===== src/rtl/picoctrl_pkg.sv =====
// Shared definitions for the picoctrl sequencer and its program ROMs:
// instruction layout, condition/action codes and FSM state encoding.
package picoctrl_pkg;

  localparam int unsigned INSTR_W = 16;
  localparam int unsigned DATA_W  = 8;
  localparam int unsigned NREG    = 4;

  typedef enum logic [3:0] {
    COND_ALWAYS = 4'd0,
    COND_NEVER  = 4'd1,
    COND_C0_LO  = 4'd2,
    COND_C0_HI  = 4'd3,
    COND_C1_LO  = 4'd4,
    COND_C1_HI  = 4'd5,
    COND_C2_LO  = 4'd6,
    COND_C2_HI  = 4'd7,
    COND_C3_LO  = 4'd8,
    COND_C3_HI  = 4'd9
  } cond_e;

  typedef enum logic [1:0] {
    ACT_NOP   = 2'b00,
    ACT_WRITE = 2'b01,
    ACT_JUMP  = 2'b10,
    ACT_HALT  = 2'b11
  } action_e;

  typedef enum logic [1:0] {
    ST_IDLE  = 2'd0,
    ST_FETCH = 2'd1,
    ST_EXEC  = 2'd2
  } state_e;

  // cond=[15:12], action=[11:10], reg_sel=[9:8], data=[7:0]
  typedef struct packed {
    logic [3:0]        cond;
    action_e           action;
    logic [1:0]        reg_sel;
    logic [DATA_W-1:0] data;
  } instr_t;

  function automatic instr_t mk_instr(cond_e c, action_e a, logic [1:0] sel,
                                      logic [DATA_W-1:0] d);
    instr_t i;
    i.cond    = c;
    i.action  = a;
    i.reg_sel = sel;
    i.data    = d;
    return i;
  endfunction

endpackage


===== src/rtl/picoctrl_sequencer_if.sv =====
// Bus bundle between the sequencer (master) and its ROM/host environment (slave).
interface picoctrl_sequencer_if
  import picoctrl_pkg::*;
#(
  parameter int unsigned PC_W  = 5,
  parameter int unsigned NCOND = 4
);

  logic                start;
  logic                stop;
  logic [NCOND-1:0]    cond_in;
  logic [PC_W-1:0]     rom_addr;
  logic [INSTR_W-1:0]  rom_data;
  logic [DATA_W-1:0]   reg0;
  logic [DATA_W-1:0]   reg1;
  logic [DATA_W-1:0]   reg2;
  logic [DATA_W-1:0]   reg3;
  logic                wr_stb;
  logic                busy;
  logic [PC_W-1:0]     pc_out;

  modport master (
    input  start, stop, cond_in, rom_data,
    output rom_addr, reg0, reg1, reg2, reg3, wr_stb, busy, pc_out
  );

  modport slave (
    output start, stop, cond_in, rom_data,
    input  rom_addr, reg0, reg1, reg2, reg3, wr_stb, busy, pc_out
  );

endinterface


===== src/rtl/picoctrl_cond_sync.sv =====
// Two-flop synchronizer for the asynchronous condition inputs.
module picoctrl_cond_sync #(
  parameter int unsigned NCOND = 4
) (
  input  logic             clk,
  input  logic             reset_n,
  input  logic [NCOND-1:0] d_i,
  output logic [NCOND-1:0] q_o
);

  logic [NCOND-1:0] meta_q;
  logic [NCOND-1:0] sync_q;

  always_ff @(posedge clk or negedge reset_n) begin
    if (!reset_n) begin
      meta_q <= '0;
      sync_q <= '0;
    end else begin
      meta_q <= d_i;
      sync_q <= meta_q;
    end
  end

  assign q_o = sync_q;

endmodule


===== src/rtl/picoctrl_sequencer.sv =====
// Two-cycle FETCH/EXEC micro-sequencer driving four output registers from an
// external combinational program ROM.
module picoctrl_sequencer
  import picoctrl_pkg::*;
#(
  parameter int unsigned PC_W  = 5,
  parameter int unsigned NCOND = 4
) (
  input  logic                 clk,
  input  logic                 reset_n,
  picoctrl_sequencer_if.master bus
);

  state_e                       state_q, state_d;
  logic [PC_W-1:0]              pc_q, pc_d;
  instr_t                       ir_q, ir_d;
  logic [NREG-1:0][DATA_W-1:0]  reg_q, reg_d;
  logic                         wr_stb_q, wr_stb_d;
  logic                         busy_q, busy_d;
  logic [NCOND-1:0]             cond_s;
  logic [3:0]                   cond4_c;
  logic                         cond_true_c;

  picoctrl_cond_sync #(.NCOND(NCOND)) u_cond_sync (
    .clk     (clk),
    .reset_n (reset_n),
    .d_i     (bus.cond_in),
    .q_o     (cond_s)
  );

  assign cond4_c = 4'(cond_s);

  // Condition decode on synchronized inputs; unused codes read as "never".
  always_comb begin
    cond_true_c = 1'b0;
    case (ir_q.cond)
      COND_ALWAYS: cond_true_c = 1'b1;
      COND_C0_LO:  cond_true_c = !cond4_c[0];
      COND_C0_HI:  cond_true_c =  cond4_c[0];
      COND_C1_LO:  cond_true_c = !cond4_c[1];
      COND_C1_HI:  cond_true_c =  cond4_c[1];
      COND_C2_LO:  cond_true_c = !cond4_c[2];
      COND_C2_HI:  cond_true_c =  cond4_c[2];
      COND_C3_LO:  cond_true_c = !cond4_c[3];
      COND_C3_HI:  cond_true_c =  cond4_c[3];
      default:     cond_true_c = 1'b0;
    endcase
  end

  always_comb begin
    state_d  = state_q;
    pc_d     = pc_q;
    ir_d     = ir_q;
    reg_d    = reg_q;
    wr_stb_d = 1'b0;
    case (state_q)
      ST_IDLE: begin
        if (bus.start && !bus.stop) state_d = ST_FETCH;
      end
      ST_FETCH: begin
        ir_d    = instr_t'(bus.rom_data);
        state_d = ST_EXEC;
      end
      ST_EXEC: begin
        pc_d    = pc_q + PC_W'(1);
        state_d = bus.stop ? ST_IDLE : ST_FETCH;
        if (cond_true_c) begin
          case (ir_q.action)
            ACT_WRITE: begin
              reg_d[ir_q.reg_sel] = ir_q.data;
              wr_stb_d            = 1'b1;
            end
            ACT_JUMP:  pc_d    = PC_W'(ir_q.data);
            ACT_HALT:  state_d = ST_IDLE;
            default:   ;
          endcase
        end
      end
      default: state_d = ST_IDLE;
    endcase
    busy_d = (state_d != ST_IDLE);
  end

  always_ff @(posedge clk or negedge reset_n) begin
    if (!reset_n) begin
      state_q  <= ST_IDLE;
      pc_q     <= '0;
      ir_q     <= '0;
      reg_q    <= '0;
      wr_stb_q <= 1'b0;
      busy_q   <= 1'b0;
    end else begin
      state_q  <= state_d;
      pc_q     <= pc_d;
      ir_q     <= ir_d;
      reg_q    <= reg_d;
      wr_stb_q <= wr_stb_d;
      busy_q   <= busy_d;
    end
  end

  assign bus.rom_addr = pc_q;
  assign bus.pc_out   = pc_q;
  assign bus.reg0     = reg_q[0];
  assign bus.reg1     = reg_q[1];
  assign bus.reg2     = reg_q[2];
  assign bus.reg3     = reg_q[3];
  assign bus.wr_stb   = wr_stb_q;
  assign bus.busy     = busy_q;

endmodule


===== src/flat_wrapper.sv =====
// flat-port wrapper written by rule: the top's interface ports become plain ports
module picoctrl_sequencer_flat import picoctrl_pkg::*;
#(
  parameter int unsigned PC_W  = 5,
  parameter int unsigned NCOND = 4
)
  (clk, reset_n, bus_start, bus_stop, bus_cond_in, bus_rom_data, bus_rom_addr, bus_reg0, bus_reg1, bus_reg2, bus_reg3, bus_wr_stb, bus_busy, bus_pc_out);
  picoctrl_sequencer_if #(.PC_W(PC_W), .NCOND(NCOND)) bus_i ();
  input  logic clk;
  input  logic reset_n;
  input wire logic [$bits(bus_i.start)-1:0] bus_start;
  input wire logic [$bits(bus_i.stop)-1:0] bus_stop;
  input wire logic [$bits(bus_i.cond_in)-1:0] bus_cond_in;
  input wire logic [$bits(bus_i.rom_data)-1:0] bus_rom_data;
  output wire logic [$bits(bus_i.rom_addr)-1:0] bus_rom_addr;
  output wire logic [$bits(bus_i.reg0)-1:0] bus_reg0;
  output wire logic [$bits(bus_i.reg1)-1:0] bus_reg1;
  output wire logic [$bits(bus_i.reg2)-1:0] bus_reg2;
  output wire logic [$bits(bus_i.reg3)-1:0] bus_reg3;
  output wire logic [$bits(bus_i.wr_stb)-1:0] bus_wr_stb;
  output wire logic [$bits(bus_i.busy)-1:0] bus_busy;
  output wire logic [$bits(bus_i.pc_out)-1:0] bus_pc_out;
  assign bus_i.start = bus_start;
  assign bus_i.stop = bus_stop;
  assign bus_i.cond_in = bus_cond_in;
  assign bus_i.rom_data = bus_rom_data;
  assign bus_rom_addr = bus_i.rom_addr;
  assign bus_reg0 = bus_i.reg0;
  assign bus_reg1 = bus_i.reg1;
  assign bus_reg2 = bus_i.reg2;
  assign bus_reg3 = bus_i.reg3;
  assign bus_wr_stb = bus_i.wr_stb;
  assign bus_busy = bus_i.busy;
  assign bus_pc_out = bus_i.pc_out;
  picoctrl_sequencer #(.PC_W(PC_W), .NCOND(NCOND)) u_core (.clk(clk), .reset_n(reset_n), .bus(bus_i));
endmodule

===== config.mk =====
export PLATFORM = sky130hd
export DESIGN_NAME = picoctrl_sequencer_flat
export DESIGN_NICKNAME = d
export VERILOG_FILES = /design/src/rtl/picoctrl_pkg.sv /design/src/rtl/picoctrl_sequencer_if.sv /design/src/rtl/picoctrl_cond_sync.sv /design/src/rtl/picoctrl_sequencer.sv /design/src/flat_wrapper.sv
export SDC_FILE = /design/constraint.sdc
export NUM_CORES = 1
export LEC_CHECK = 0
export CAP_MARGIN = 20
export CORE_MARGIN = 3
export CORE_UTILIZATION = 45
export DETAILED_ROUTE_END_ITERATION = 7
export PLACE_DENSITY_LB_ADDON = 0.05
export SLEW_MARGIN = 20
export SYNTH_ARGS = -nofsm -noshare
export SYNTH_HDL_FRONTEND = slang
export SYNTH_SLANG_ARGS = --single-unit

===== constraint.sdc =====
create_clock -name clk -period 2.25 [get_ports clk]
set_input_delay 0.225 -clock clk [delete_from_list [all_inputs] [get_ports clk]]
set_output_delay 0.225 -clock clk [all_outputs]
set_load 0.01 [all_outputs]

==> flow_summary_export.csv <==
group,metric,value,unit
outcome,status,"complete, no violations",
worst_setup_path,path_class,"reg2reg",
clock_tree,cts_root_buf,"clkbuf_8",
clock_tree,clkLatencyLatePin,0.34,ns
hold_path,whs_path_depth,1,
placement,port_buffers,67,
sta,fin_skew,0.00878,ns
drt,drtAntennaViolNets,0,
drt,first_iter_violations,58,
sta,hold_violations,0,
yosys,ys_types,31,
sta,finalCritPeriodShare,93.7,%
yosys,synth_top_cell_area_share,61.9,%
sta,worst_pin_slew,0.699,ns
die,fp-row-count,27,
worst_setup_path,crit_path_frequent_cell,"mux2i_1",
yosys,synth_cells,181,
worst_setup_path,worstSetupEndpointType,"register",
sta,drv_slew,0,
drt,avgViaCountPerCell,5.19,
die,core_area,5570,µm²
clock_tree,clock_sinks,65,
worst_setup_path,crit_arrival,2.32,ns
yosys,synth-seq-area-share,61.9,%
placement,placed_cell_area,3360,µm²
power,powerDensity,1220,nW/µm²
yosys,synth_edf_count,0,
placement,place_ws,0.0297,ns
die,initial_utilization,47.2,%
job,cap_viol_max_count,0,
sta,relSlewSlack,53.4,%
sta,rsz0062_at_grt,"false",
grt,grt_usage,19.2,%
drt,wl_per_cell,17.0,µm
drt,m1WireLength,2.33,mm
yosys,synth.area.top_cells,"dfrtp_1, mux2_2, mux2i_1, mux2_1, buf_4",
sta,min_period,2.11,ns
die,dieHeight,82.4,µm
sta,setup_tns,0,ns
sta,finalSetupViolCount,0,
grt,antenna_found_initial,0,
clock_tree,cts_setup_buffers,0,
worst_setup_path,r2r_cells,5,
worst_setup_path,cp_max_fo,8,
sta,worst_slack,0.141,ns
power,p_total,4360,µW
yosys,synth_flop_cell,"dfrtp_1",
final_layout,drive_gt1_share,26.6,%
grt,grt_max_degree,26,
power,p_leak,0.00165,µW
grt,grt_first_pass_wirelength,9.18,mm
die,pin_count,68,
clock_tree,clkTransAtPathRegs,0.06,ns
sta,max_freq,474,MHz
worst_setup_path,worstSetupStartpointType,"register",
final_layout,layoutNonFillerInstCount,331,
die,die_area,6790,µm²
grt,grt_pass1_vias,1761,
drt,route.met2.wl,2.89,mm
yosys,ys_warn_count,0,
drt,top_layer_used,"met4",
yosys,synth_most_common_cell,"dfrtp_1",
hold_path,hp-class,"in2reg",
final_layout,syn2layout_area_growth,36.6,%
drt,vias,1718,
worst_setup_path,slowest_delay,0.50,ns
grt,grt.overflow.total,0,
yosys,yosys.area.top_type,"dfrtp_1",
yosys,synth_nets,206,
placement,placedCellCount,314,
clock_tree,tritoncts,"yes",
yosys,synth_commonest_cells,"dfrtp_1, mux2_2, nand2_1",
drt,first_pass_iters,4,
worst_setup_path,cp_slowest_cell,"mux2i_1",
worst_setup_path,r2r_slack,0.14,ns
power,irDropWorstVdd,0.657,mV
clock_tree,htreeDepth,3,
final_layout,final_area,3590,µm²
final_layout,insertedDiodeCount,0,
clock_tree,clockBufferDepth,2,
final_layout,nets,279,
final_layout,fillerInstances,439,
placement,hpwl,4.03,mm
drt,wl,5.64,mm
yosys,ys_async_sr_fraction,100,%
worst_setup_path,cp_cell_sequence,"mux2i_1 > mux2i_1 > a21oi_4 > nand4_2 > mux2_2",
yosys,syn_avg_cell_area,14.5,µm²
drt,wl_met3,315,µm
die,die_x,82.4,µm
drt,drc_errors,0,
placement,gp_congestion,0.723,
yosys,syn-cell-area,2630,µm²
worst_setup_path,worstPathRequired,2.47,ns
yosys,ys_ff_latch,65,
clock_tree,cts_buffers,9,
## flip-flops by register name, summed over array words and instances, names as in the netlist
signal,count
u_core.state_q,2
u_core.bus.wr_stb,1
u_core.u_cond_sync.meta_q,4
u_core.bus.reg1,8
u_core.bus.pc_out,5
u_core.bus.reg3,8
u_core.bus.reg2,8
u_core.ir_q,16
u_core.bus.busy,1
u_core.u_cond_sync.q_o,4
u_core.bus.reg0,8
## area by class of cell
cell class              instances  area (µm²)  share of cell area [%]
clock buffers                  14         173                    4.81
well taps                      72        90.1                    2.51
flip-flops and latches         65        1630                    45.3
repair buffers                 72         706                    19.6
clock inverters                 2        35.0                   0.975
multi-input cells              99         936                    26.1
inverters                       7        26.3                   0.731
## stage by stage
stage | hold slack [ns] | util, %
finish | 0.328 | 64.4
global route | 0.320 | 64.4
CTS | 0.308 | 64.2
detailed placement | 0.222 | 60.2
global placement | 0.214 | 60.2
floorplan | -0.0706 | -
## report_power, final
| part | total, µW | internal [µW] | switching [µW] |
|---|---|---|---|
| sequential | 1850 | 1540 | 313 |
| combinational | 1500 | 919 | 576 |
| clock | 1020 | 602 | 414 |
| total | 4360 | 3060 | 1300 |
## what timing repair did
action | 4_1_cts | 5_1_grt
endpoints found under the hold margin | 21 | 0
resized for setup | 0 | 3
hold buffers | 1 | 0
setup endpoints to repair | 0 | 19
## routing by layer
layer	track usage (%)	up-vias
li1	-	787
met1	24.4	864
met2	30.1	59
met3	5.10	8
met4	9.97	0
met5	0	-
## cell families after synthesis
| group | Yosys count | share of synthesized area [%] |
|---|---|---|
| simple gates | 27 | 6.43 |
| compound gates | 20 | 6.43 |
| flops | 65 | 61.9 |
| fa+ha+maj | 1 | 0.476 |
| mux | 51 | 21.6 |
| buf+inv | 17 | 3.24 |
## worst paths after layout
check | from | endpoint
max | u_core.ir_q[13] | u_core.bus.reg3[7]
min in group asynchronous | reset_n | u_core.bus.reg3[0]
min reg2reg | u_core.u_cond_sync.meta_q[0] | u_core.u_cond_sync.q_o[0]
max in group asynchronous | reset_n | u_core.ir_q[15]
max reg2reg | u_core.ir_q[13] | u_core.bus.reg3[7]
min | bus_cond_in[1] | u_core.u_cond_sync.meta_q[1]
## critical path: cells and delay by family (launching register included)
family / cells / cell delay [ns]
DFF: 1 / 0.39
and+or+nand+nor: 1 / 0.31
AOI/OAI and AO/OA: 1 / 0.12
muxes: 3 / 1.17
## cell usage in the layout (no fill, tap or decap), types with 4 or more instances in the layout
cell,instances
clkdlybuf4s50_1,66
dfrtp_1,65
nor2_1,4
mux2i_1,6
mux2_2,40
buf_4,4
o21ai_0,7
mux2_1,5
and3_1,4
nand2_1,8
inv_1,7
clkbuf_8,12
No activity file was read; power rests on OpenSTA's default activity.
